<file path="src/rtl/instr_fetch_unit.sv">
// ============================================================================
// Module      : instr_fetch_unit
// Description : Fetch stage. Owns the PC, issues in-order word requests to
//               instruction memory, buffers returned words with their PCs and
//               hands them to decode. A redirect replaces the PC, empties the
//               buffer and discards responses to requests already in flight.
// Revision    : 1.0 - initial release
// ============================================================================
`default_nettype none

module instr_fetch_unit #(
  parameter int               WIDTH    = 32,
  parameter logic [WIDTH-1:0] RESET_PC = '0,
  parameter int               DEPTH    = 2
) (
  input  logic             clk,
  input  logic             rst,
  input  logic             redirect_valid,
  input  logic [WIDTH-1:0] redirect_pc,
  output logic             imem_req_valid,
  input  logic             imem_req_ready,
  output logic [WIDTH-1:0] imem_req_addr,
  input  logic             imem_rsp_valid,
  input  logic [31:0]      imem_rsp_data,
  output logic             inst_valid,
  input  logic             inst_ready,
  output logic [31:0]      inst_data,
  output logic [WIDTH-1:0] inst_pc,
  output logic             misalign_err
);

  localparam int             PW      = $clog2(DEPTH);
  localparam int             CW      = $clog2(DEPTH + 1);
  localparam logic [CW:0]    DEPTH_C = (CW + 1)'(DEPTH);

  typedef enum logic [0:0] {
    FETCH = 1'b0,
    FLUSH = 1'b1
  } state_t;

  state_t            state_q, state_d;
  logic [WIDTH-1:0]  pc_q, pc_d;
  logic [CW-1:0]     out_cnt_q, out_cnt_d;
  logic [CW-1:0]     drop_q, drop_d;
  logic [CW-1:0]     buf_cnt_q, buf_cnt_d;
  logic [PW-1:0]     buf_rd_q, buf_rd_d, buf_wr_q, buf_wr_d;
  logic [PW-1:0]     aq_rd_q, aq_rd_d, aq_wr_q, aq_wr_d;
  logic [WIDTH-1:0]  buf_pc_q   [DEPTH];
  logic [31:0]       buf_data_q [DEPTH];
  logic [WIDTH-1:0]  aq_q       [DEPTH];
  logic              misalign_q;

  logic              credit;
  logic              req_hs;
  logic              inst_hs;
  logic              rsp_keep;
  logic [CW-1:0]     inflight;

  // A request slot exists only while issued-but-unreturned plus buffered
  // words leave room in the buffer; this is what keeps the buffer from ever
  // overflowing. Held low during reset so nothing can be handshaken then.
  assign credit         = (state_q == FETCH) &&
                          (({1'b0, out_cnt_q} + {1'b0, buf_cnt_q}) < DEPTH_C);
  assign imem_req_valid = !rst && credit;
  assign imem_req_addr  = pc_q;
  assign req_hs         = imem_req_valid && imem_req_ready;

  assign inst_valid     = (buf_cnt_q != '0);
  assign inst_data      = buf_data_q[buf_rd_q];
  assign inst_pc        = buf_pc_q[buf_rd_q];
  assign inst_hs        = inst_valid && inst_ready;
  assign misalign_err   = misalign_q;

  // A response is kept only when it belongs to the current fetch stream.
  assign rsp_keep       = imem_rsp_valid && (state_q == FETCH) && !redirect_valid;

  // Requests still owed a response once this cycle's events have happened.
  assign inflight       = out_cnt_q + CW'(req_hs) - CW'(imem_rsp_valid);

  // FSM next state: redirect arms the drop counter, FLUSH waits it out.
  always_comb begin
    state_d = state_q;
    drop_d  = drop_q;
    if (redirect_valid) begin
      drop_d  = inflight;
      state_d = (inflight != '0) ? FLUSH : FETCH;
    end else if ((state_q == FLUSH) && imem_rsp_valid) begin
      drop_d = drop_q - CW'(1);
      if (drop_q == CW'(1)) begin
        state_d = FETCH;
      end
    end
  end

  // FSM state register.
  always_ff @(posedge clk) begin
    if (rst) begin
      state_q <= FETCH;
      drop_q  <= '0;
    end else begin
      state_q <= state_d;
      drop_q  <= drop_d;
    end
  end

  // Next PC, counters and queue pointers; redirect overrides everything.
  always_comb begin
    pc_d      = pc_q;
    out_cnt_d = inflight;
    buf_cnt_d = buf_cnt_q + CW'(rsp_keep) - CW'(inst_hs);
    buf_wr_d  = buf_wr_q + PW'(rsp_keep);
    buf_rd_d  = buf_rd_q + PW'(inst_hs);
    aq_wr_d   = aq_wr_q + PW'(req_hs);
    aq_rd_d   = aq_rd_q + PW'(rsp_keep);
    if (req_hs) begin
      pc_d = pc_q + WIDTH'(4);
    end
    if (redirect_valid) begin
      pc_d      = {redirect_pc[WIDTH-1:2], 2'b00};
      buf_cnt_d = '0;
      buf_wr_d  = '0;
      buf_rd_d  = '0;
      aq_wr_d   = '0;
      aq_rd_d   = '0;
    end
  end

  // Datapath registers, address queue and instruction buffer storage.
  always_ff @(posedge clk) begin
    if (rst) begin
      pc_q       <= RESET_PC;
      out_cnt_q  <= '0;
      buf_cnt_q  <= '0;
      buf_wr_q   <= '0;
      buf_rd_q   <= '0;
      aq_wr_q    <= '0;
      aq_rd_q    <= '0;
      misalign_q <= 1'b0;
      for (int i = 0; i < DEPTH; i++) begin
        buf_pc_q[i]   <= '0;
        buf_data_q[i] <= '0;
        aq_q[i]       <= '0;
      end
    end else begin
      pc_q       <= pc_d;
      out_cnt_q  <= out_cnt_d;
      buf_cnt_q  <= buf_cnt_d;
      buf_wr_q   <= buf_wr_d;
      buf_rd_q   <= buf_rd_d;
      aq_wr_q    <= aq_wr_d;
      aq_rd_q    <= aq_rd_d;
      misalign_q <= redirect_valid && (redirect_pc[1:0] != 2'b00);
      if (req_hs) begin
        aq_q[aq_wr_q] <= pc_q;
      end
      if (rsp_keep) begin
        buf_pc_q[buf_wr_q]   <= aq_q[aq_rd_q];
        buf_data_q[buf_wr_q] <= imem_rsp_data;
      end
    end
  end

endmodule

`default_nettype wire
</file>
<file path="config.mk">
export PLATFORM = sky130hd
export DESIGN_NAME = instr_fetch_unit
export DESIGN_NICKNAME = d
export VERILOG_FILES = /design/src/rtl/instr_fetch_unit.sv
export SDC_FILE = /design/constraint.sdc
export NUM_CORES = 1
export LEC_CHECK = 0
export BUFFER_PORTS_ARGS = -buffer_cell sky130_fd_sc_hd__buf_2
export CORE_MARGIN = 2
export CORE_UTILIZATION = 45
export DETAILED_ROUTE_END_ITERATION = 10
export PLACE_DENSITY = 0.68
export SKIP_LAST_GASP = 1
export SYNTH_ARGS = -nofsm -noshare
export SYNTH_HDL_FRONTEND = slang
export SYNTH_SLANG_ARGS = --single-unit
</file>
<file path="constraint.sdc">
create_clock -name clk -period 6.45 [get_ports clk]
set_clock_uncertainty 0.1 [all_clocks]
set_input_delay 1.29 -clock clk [delete_from_list [all_inputs] [get_ports clk]]
set_output_delay 1.29 -clock clk [all_outputs]
set_load 0.02 [all_outputs]
</file>
==> results of run 1 <==
[power by group through the flow]
stage / registers, mW / logic (mW) / clock network (mW)
5_1_grt: 1.74 / 0.400 / 1.51
4_1_cts: 1.73 / 0.371 / 1.46
3_3_place_gp: 1.76 / 0.365 / 0
6_report: 1.73 / 0.367 / 1.43
3_5_place_dp: 1.76 / 0.369 / 0
2_1_floorplan: 1.76 / 0.235 / 0
[synth_stat cells (6+ instances only)]
cell type    n
a211oi_1    20
a21oi_1      8
and2_1      59
and3_1      70
buf_1        8
clkbuf_1    44
dfxtp_1     42
edfxtp_1   184
ha_1         6
inv_1       13
mux2_2      62
mux2i_1     33
nand2_1     21
nand3_1      8
nand4_1      7
nor2_1      96
nor3_1       9
nor4_1       9
xnor2_1     29
[cells by family (layout without fill, tap and decap cells)]
kind of cell	count (synthesis)	after routing	share of synthesized area, %
and+or+nand+nor	310	310	17.3
DFF	226	226	62.7
muxes	95	95	10.1
buffers and inverters	72	234	2.92
AOI/OAI and AO/OA	45	45	3.02
xor gates and xnor gates	34	34	2.93
adders and majority gates	7	7	0.937
other	1	4	0.0369
[worst max-delay path: stages, from the launching register on]
cell and delay [ps]:
dfxtp_2 570, buf_4 630, mux2_2 430, buf_2 160
[worst min-delay path by stage]
stage | to | slack (ps) | depth (start not counted)
floorplan | buf_pc_q[0][14] | 450 | 2
global placement | buf_pc_q[1][8] | 470 | 2
detailed placement | buf_pc_q[1][19] | 480 | 2
CTS | buf_pc_q[1][21] | 490 | 2
global route | buf_pc_q[0][25] | 510 | 2
finish | buf_pc_q[1][19] | 490 | 2
[layout make-up]
type                    count  area, µm²
fillers                  1870       9930
flip-flops and latches    226       6370
multi-input cells         495       3520
repair buffers            176        911
clock buffers              32        662
well taps                 280        350
clock inverters            12        163
inverters                  14       55.1
[metrics by stage]
step                      total power, mW  cells  hold WS [ps]
final                                3.53   1235           489
after global routing                 3.65   1235           512
after CTS                            3.56   1235           488
after detailed placement             2.13   1191           477
after global placement               2.12   1191           468
after floorplan                      1.99    793           451
[sequential cells by signal, indices dropped and copies added (netlist names)]
name and cells:
buf_wr_q 1, drop_q 2, buf_data_q 64, imem_req_addr 30, buf_cnt_q 2, misalign_err 1, buf_rd_q 1, buf_pc_q 60
out_cnt_q 2, state_q 1, aq_q 60, aq_rd_q 1, aq_wr_q 1
[routing by layer]
metal | wire, µm | up-vias | track usage (%) | part of all wire, %
met4 | 354 | 0 | 4.32 | 1.6
met5 | 0 | - | 0 | 0
li1 | - | 3155 | - | -
met2 | 10200 | 255 | 29.3 | 46
met3 | 1520 | 28 | 3.28 | 6.8
met1 | 10200 | 3174 | 26.5 | 46
==> run summary, run 1 <==
Chip width -> 154 µm
Total track usage -> 18.4%
EDFF count, synth -> 184
Critical Path Start Type -> flip-flop
Setup ws final -> 2730 ps
Final setup TNS -> 0 ps
Dpl hpwl -> 14.4 mm
Synth top area share -> 54.4%
Die Footprint -> 23800 µm²
FF-to-FF Start -> out_cnt_q[0]
Psw -> 840 µW
Ys flop type -> edfxtp_1
Final setup viols -> 0
Hold Crit Class -> flip-flop to flip-flop
CTS root buffer -> clkbuf_16
Switching Share -> 23.8%
Core area -> 22000 µm²
CP startpoint -> buf_rd_q
Fraction of registers with async set or reset after synthesis -> 0%
Clock Tree Buf Depth -> 3
Clock transition at path regs -> 60 ps
Synth Instances -> 790
Reg2reg end -> aq_q[0][10]
CTS tree -> built
Worst Tran Pin Value -> 1230 ps
Pre-antenna DRT Iters -> 5
Post-synthesis area per instance -> 12.8 µm²
Synth unique cells -> 47
Final Cycle Share -> 57.6%
Min cycle time layout -> 3720 ps
Status -> complete, no violations
Placed Area -> 11200 µm²
RD Place Congestion -> 0.821
# rows -> 54
Post-CTS sizing -> 0
H-tree Lvls -> 1
Vias -> 6612
Worst Setup EP -> inst_pc[8]
Initial antenna violation count -> 0
Worst-path fanout max -> 49
Post-Synthesis Cell Area -> 10200 µm²
Hold Crit Start -> aq_q[0][19]
NumNets Final -> 1014
Yosys reg bits -> 226
I/O Pins -> 169
Die span in y -> 154 µm
Design area -> 12000 µm²
Worst-Skew Late Latency -> 510 ps
Leading cell type in the layout, fill and taps excluded -> edfxtp_1
Yosys warns -> 0
Static leakage -> 4.90 nW
Vias in the first global route -> 6534
Slew margin rel. -> 18.2%
Crit end category -> output pin
Final hold vios -> 0
Post-CTS Setup Bufs -> 0
Largest net degree at the start of global routing -> 63
GR Overflow Total -> 0
Setup Crit Path Kind -> flip-flop to output pin
Post-Route WL -> 22.3 mm
Vias per cell -> 5.35
WL per Instance -> 18.1 µm
Setup WS pre-CTS -> 2320 ps
Synth area leaders -> edfxtp_1, dfxtp_1, mux2_2
Critical path required time -> 5060 ps
Clock power frac -> 40.5%
Max frequency -> 269 MHz
Initial Utilization -> 46.2%
Worst reg2reg setup slack -> 2900 ps
Layout cells sized above 1 -> 31.1%
Pint -> 2.69 mW
Share of power burned in registers -> 49.0%
R2R cell count -> 8
VDD IR max -> 0.165 mV
Power per cell area -> 293 nW/µm²
First-pass GRT wire length -> 35.0 mm
Utilization after layout -> 54.8%
MaxCap Viol Count -> 0
DRC Markers -> 0
Port bufs -> 164
Post-CTS Hold Fix Bufs -> 0
Worst EP arrival -> 2330 ps
Area leader, netlist -> edfxtp_1
Initial DRC Count -> 413
Post-synthesis sequential area ratio -> 62.7%
Commonest cells after routing, fill and taps aside -> edfxtp_1, buf_2, nor2_1
Clk sinks -> 226
Combinational power share -> 10.4%
Layout area overhead -> 18.5%
RSZ-0062 raised after global routing -> no
Antenna Nets Post-Route -> 0
Final slew viol count -> 0
Ant. Diodes -> 0
CTS Buf Count -> 24
Power figures use the tool's default switching activity.
==> run 2: changes to the inputs <==
--- a/config.mk
+++ b/config.mk
@@ -9,7 +9,7 @@
 export CORE_MARGIN = 2
 export CORE_UTILIZATION = 45
 export DETAILED_ROUTE_END_ITERATION = 10
-export PLACE_DENSITY = 0.68
+export PLACE_DENSITY = 0.71
 export SKIP_LAST_GASP = 1
 export SYNTH_ARGS = -nofsm -noshare
 export SYNTH_HDL_FRONTEND = slang
==> constraint.sdc (replaced) <==
create_clock -name clk -period 3.08 [get_ports clk]
set_clock_uncertainty 0.1 [all_clocks]
set_input_delay 0.616 -clock clk [delete_from_list [all_inputs] [get_ports clk]]
set_output_delay 0.616 -clock clk [all_outputs]
set_load 0.02 [all_outputs]
==> run 2 against run 1 <==
Effect of this change: count of clock-buffer cells in the layout unchanged; core utilization increased by 0.55 points; register-to-register slack lost 2600 ps; combinational power grew 120%; final area grew 1.0%; clock power rose by 91%; worst setup slack lost 2400 ps; sequential power is 110% higher; critical path depth increased by 2; via count grew 1.4%; non-clock buffer count is 12 higher.
==> run summary, run 2 (synthesis gave the netlist of run 1 again) <==
I/O Pins -> 169
Initial DRC Count -> 394
CTS root buffer -> clkbuf_16
R2R cell count -> 11
Power per cell area -> 589 nW/µm²
GR Overflow Total -> 0
Initial antenna violation count -> 0
Final hold vios -> 0
Design area -> 12100 µm²
Setup Crit Path Kind -> flip-flop to output pin
Vias per cell -> 5.38
Die Footprint -> 23800 µm²
Worst-path fanout max -> 4
Hold Crit Class -> input pin to flip-flop
Post-CTS sizing -> 0
Antenna Nets Post-Route -> 0
RSZ-0062 raised after global routing -> no
Final slew viol count -> 0
Dpl hpwl -> 14.7 mm
VDD IR max -> 0.319 mV
Largest net degree at the start of global routing -> 63
Worst-Skew Late Latency -> 520 ps
Placed Area -> 11400 µm²
MaxCap Viol Count -> 0
Layout cells sized above 1 -> 32.2%
Layout area overhead -> 19.7%
Clock Tree Buf Depth -> 3
Die span in y -> 154 µm
Post-CTS Setup Bufs -> 0
WHS Path Cells -> 3
CTS Buf Count -> 24
Reg2reg end -> drop_q[1]
Hold Crit Start -> redirect_pc[8]
Port bufs -> 164
Ant. Diodes -> 0
Final setup TNS -> 0 ps
Leading cell type in the layout, fill and taps excluded -> edfxtp_1
Vias -> 6705
Worst EP arrival -> 2060 ps
Clock transition at path regs -> 60 ps
Chip width -> 154 µm
Critical path required time -> 2360 ps
Max FFs per register -> 64
Status -> complete, no violations
# rows -> 54
CP startpoint -> out_cnt_q[0]
Total track usage -> 18.7%
Crit end category -> output pin
Slew margin rel. -> 60.0%
NumNets Final -> 1026
Worst reg2reg setup slack -> 310 ps
FF-to-FF Start -> out_cnt_q[0]
RD Place Congestion -> 0.845
Final setup viols -> 0
Vias in the first global route -> 6672
Static leakage -> 4.95 nW
CTS tree -> built
Critical Path Start Type -> flip-flop
Initial Utilization -> 46.2%
Final Cycle Share -> 90.1%
H-tree Lvls -> 1
WL per Instance -> 17.9 µm
Post-Route WL -> 22.3 mm
Post-CTS Hold Fix Bufs -> 0
First-pass GRT wire length -> 35.5 mm
Pre-antenna DRT Iters -> 4
Min cycle time layout -> 2770 ps
Commonest cells after routing, fill and taps aside -> edfxtp_1, buf_2, nor2_1
Worst Hold End -> imem_req_addr[8]
Largest register by flop count -> buf_data_q
Core area -> 22000 µm²
Clk sinks -> 226
DRC Markers -> 0
Worst Tran Pin Value -> 599 ps
Max frequency -> 360 MHz
Largest regs -> buf_data_q x64, aq_q x60, buf_pc_q x60
[run 2: changes by cell type in the layout (fill, tap and decap cells not counted), moves of 2 or more]
cell        previous run  this run
clkinvlp_4             0         4
buf_4                 12        17
buf_12                 0         7
bufinv_16              4         0
clkbuf_1               6         4
[run 2: final cells by class]
class | instances | area [µm²]
Sequential cell | 226 | 6370
Multi-Input combinational cell | 495 | 3520
Clock inverter | 12 | 72.6
Fill cell | 1829 | 9810
Clock buffer | 32 | 693
Inverter | 14 | 55.1
Tap cell | 280 | 350
Timing Repair Buffer | 188 | 1090
[run 2: power by group]
part / switching (mW) / internal, mW / total (mW) / leakage, nW
clock network: 1.14 / 1.59 / 2.73 / 0.367
logic: 0.504 / 0.304 / 0.809 / 2.31
registers: 0.112 / 3.50 / 3.61 / 2.27
total: 1.76 / 5.39 / 7.15 / 4.95
[run 2: worst max-delay path: stages (launching register included)]
cell     delay, ps
dfxtp_1        310
and2_1         160
fa_1           470
nor4_4         250
buf_4          190
buf_2          180
[run 2: metrics by stage]
step	utilization, %	total power [mW]	setup slack, ps	hold slack (ps)	instances
floorplan	-	4.17	38.8	451	793
global placement	51.8	4.47	420	461	1203
detailed placement	51.8	4.49	309	468	1203
CTS	55.3	7.22	288	213	1247
global route	55.3	7.45	132	224	1247
finish	55.3	7.15	305	232	1247
[run 2: worst max path at each step]
stage,endpoint,slack [ps],depth (start not counted)
after floorplan,drop_q[1],40,12
after global placement,state_q,420,11
after detailed placement,drop_q[1],310,11
after CTS,imem_req_valid,290,5
after global routing,drop_q[1],130,11
final,imem_req_valid,310,5
[run 2: per-layer routing]
metal  vias to the layer above  wire length, µm  track usage, %
met3                        32             1700            3.78
met5                         -                0               0
met1                      3224            10100            26.2
met2                       269            10100            30.0
li1                       3180                -               -
met4                         0              342            4.81
==> run 3: changes to the inputs <==
--- a/config.mk
+++ b/config.mk
@@ -5,11 +5,12 @@
 export SDC_FILE = /design/constraint.sdc
 export NUM_CORES = 1
 export LEC_CHECK = 0
+export ABC_AREA = 1
 export BUFFER_PORTS_ARGS = -buffer_cell sky130_fd_sc_hd__buf_2
 export CORE_MARGIN = 2
 export CORE_UTILIZATION = 45
 export DETAILED_ROUTE_END_ITERATION = 10
-export PLACE_DENSITY = 0.71
+export PLACE_DENSITY = 0.7
 export SKIP_LAST_GASP = 1
 export SYNTH_ARGS = -nofsm -noshare
 export SYNTH_HDL_FRONTEND = slang
==> run 3 against run 2 <==
Effect of this change: routed wire length rose by 3.4%; power rose by 4.6%; global-route usage rose by 0.16 points; sequential power barely moved; core utilization fell by 1.2 points; non-clock buffer count fell by 12; count of clock-buffer cells in the layout fell by 5; clock power rose by 8.8%; worst setup slack improved by 97 ps; critical path depth rose by 2; critical path type unchanged; critical endpoint unchanged; largest cell class unchanged.
==> run summary, run 3 <==
Status -> complete, no violations
Synth top area share -> 52.8%
Chip width -> 157 µm
Initial Utilization -> 46.1%
CTS tree -> built
Crit end category -> output pin
Synth area leaders -> edfxtp_1, nand2_1, dfxtp_1
Dpl hpwl -> 14.8 mm
Power per cell area -> 609 nW/µm²
Port bufs -> 164
H-tree Lvls -> 1
Final Cycle Share -> 86.9%
Worst EP arrival -> 1960 ps
Final slew viol count -> 0
RD Place Congestion -> 0.947
Setup Crit Path Kind -> flip-flop to output pin
First-pass GRT wire length -> 37.0 mm
Static leakage -> 5.35 nW
Post-Synthesis Cell Area -> 10500 µm²
Post-Route WL -> 23.0 mm
Core area -> 22700 µm²
Total track usage -> 18.8%
Area leader, netlist -> edfxtp_1
Yosys warns -> 0
Post-CTS Setup Bufs -> 0
Max FFs per register -> 64
Worst Tran Pin Value -> 740 ps
Die span in y -> 157 µm
Largest register by flop count -> buf_data_q
Synth Instances -> 1123
Vias in the first global route -> 7391
Layout area overhead -> 17.4%
Synth unique cells -> 37
Final setup viols -> 0
Leading cell type in the layout, fill and taps excluded -> nand2_1
Post-CTS sizing -> 0
MaxCap Viol Count -> 0
Post-CTS Hold Fix Bufs -> 0
Slew margin rel. -> 50.7%
Commonest cells after routing, fill and taps aside -> nand2_1, nor2_1, edfxtp_1
EDFF count, synth -> 184
CTS Buf Count -> 24
WL per Instance -> 14.6 µm
Setup WS pre-CTS -> 417 ps
Worst-Skew Late Latency -> 510 ps
Ys flop type -> edfxtp_1
I/O Pins -> 169
NumNets Final -> 1353
Initial DRC Count -> 576
Most numerous cell in the Yosys netlist -> nand2_1
Vias per cell -> 4.91
# rows -> 55
Vias -> 7747
Worst-path fanout max -> 3
Die Footprint -> 24500 µm²
Post-synthesis sequential area ratio -> 60.8%
Fraction of registers with async set or reset after synthesis -> 0%
Critical Path Start Type -> flip-flop
Clk sinks -> 226
Hold Crit Class -> input pin to flip-flop
Clock transition at path regs -> 60 ps
Antenna Nets Post-Route -> 0
Layout cells sized above 1 -> 19.0%
Pre-antenna DRT Iters -> 4
Max frequency -> 373 MHz
GR Overflow Total -> 0
Clock Tree Buf Depth -> 3
Post-synthesis area per instance -> 9.32 µm²
Largest regs -> buf_data_q x64, aq_q x60, buf_pc_q x60
Largest net degree at the start of global routing -> 63
Yosys reg bits -> 226
Critical path required time -> 2360 ps
RSZ-0062 raised after global routing -> no
Setup ws final -> 403 ps
Min cycle time layout -> 2680 ps
Final hold vios -> 0
DRC Markers -> 0
Ant. Diodes -> 0
Initial antenna violation count -> 0
Final setup TNS -> 0 ps
VDD IR max -> 0.419 mV
Top post-synthesis cells by count -> nand2_1, nor2_1, edfxtp_1, inv_1, nand3_1
Hold_ws -> 247 ps
CTS root buffer -> clkbuf_16
run 3: changes by cell type after synthesis, sizes merged, moves of 17 or more:
cell,before,now
inv,14,111
a211oi,20,0
and3,70,0
nand3,8,49
o21ai,4,33
clkbuf,44,21
buf,14,31
nor2,96,236
xnor2,29,1
mux2,62,0
a21oi,8,26
nand2,21,327
and2,60,2
run 3: layout make-up:
class                   instances  area, µm²
clock buffers                  27        633
clock inverters                15        180
fillers                      2033      10400
inverters                     111        419
multi-input cells             737       3390
flip-flops and latches        226       6370
well taps                     285        357
repair buffers                176        948
run 3: where the power goes:
| group | total [mW] | leakage, nW | internal, mW | switching [mW] |
|---|---|---|---|---|
| registers | 3.62 | 2.27 | 3.53 | 0.0975 |
| clock network | 2.97 | 0.398 | 1.81 | 1.16 |
| logic | 0.889 | 2.68 | 0.271 | 0.618 |
| total | 7.48 | 5.35 | 5.61 | 1.88 |
run 3: path summary, 6_finish.rpt:
check | endpoint | slack (ps) | depth (start not counted) | from
setup reg to reg | state_q | 410 | 12 | buf_cnt_q[0]
hold / removal | imem_req_addr[9] | 250 | 3 | redirect_pc[9]
hold reg to reg | aq_wr_q | 370 | 2 | aq_wr_q
setup / recovery | imem_req_valid | 400 | 7 | buf_cnt_q[0]
run 3: worst max-delay path: stages (launching register included):
cell and delay (ps):
dfxtp_1 350, nand2_1 60, inv_1 70, fa_1 420, nor2_2 190, nand2_1 70, nor2_1 120, buf_2 180
run 3: per-stage QoR:
stage / power [mW] / cell area (µm²) / cells / utilization [%]
after floorplan: 4.28 / 10500 / 1126 / -
after global placement: 4.56 / 11500 / 1535 / 50.5
after detailed placement: 4.59 / 11500 / 1535 / 50.5
after CTS: 7.56 / 12300 / 1577 / 54.1
after global routing: 7.79 / 12300 / 1577 / 54.1
final: 7.48 / 12300 / 1577 / 54.1
run 3: routing by layer:
metal	GRT usage (%)	up-vias	share of wire, %
met1	26.6	3534	46
li1	-	3899	-
met3	2.71	38	6.6
met2	30.8	276	45
met4	4.81	0	2.1
met5	0	-	0
run 3: logic make-up (layout without fill, tap and decap cells):
| group | Yosys count | in the layout | share of synthesized area (%) |
|---|---|---|---|
| and+or+nand+nor | 623 | 623 | 24.6 |
| DFF | 226 | 226 | 60.8 |
| buffers and inverters | 163 | 329 | 6.99 |
| AOI/OAI and AO/OA | 69 | 69 | 3.44 |
| muxes | 30 | 30 | 2.87 |
| adders and majority gates | 7 | 7 | 0.908 |
| xor gates and xnor gates | 4 | 4 | 0.335 |
| other | 1 | 4 | 0.0358 |
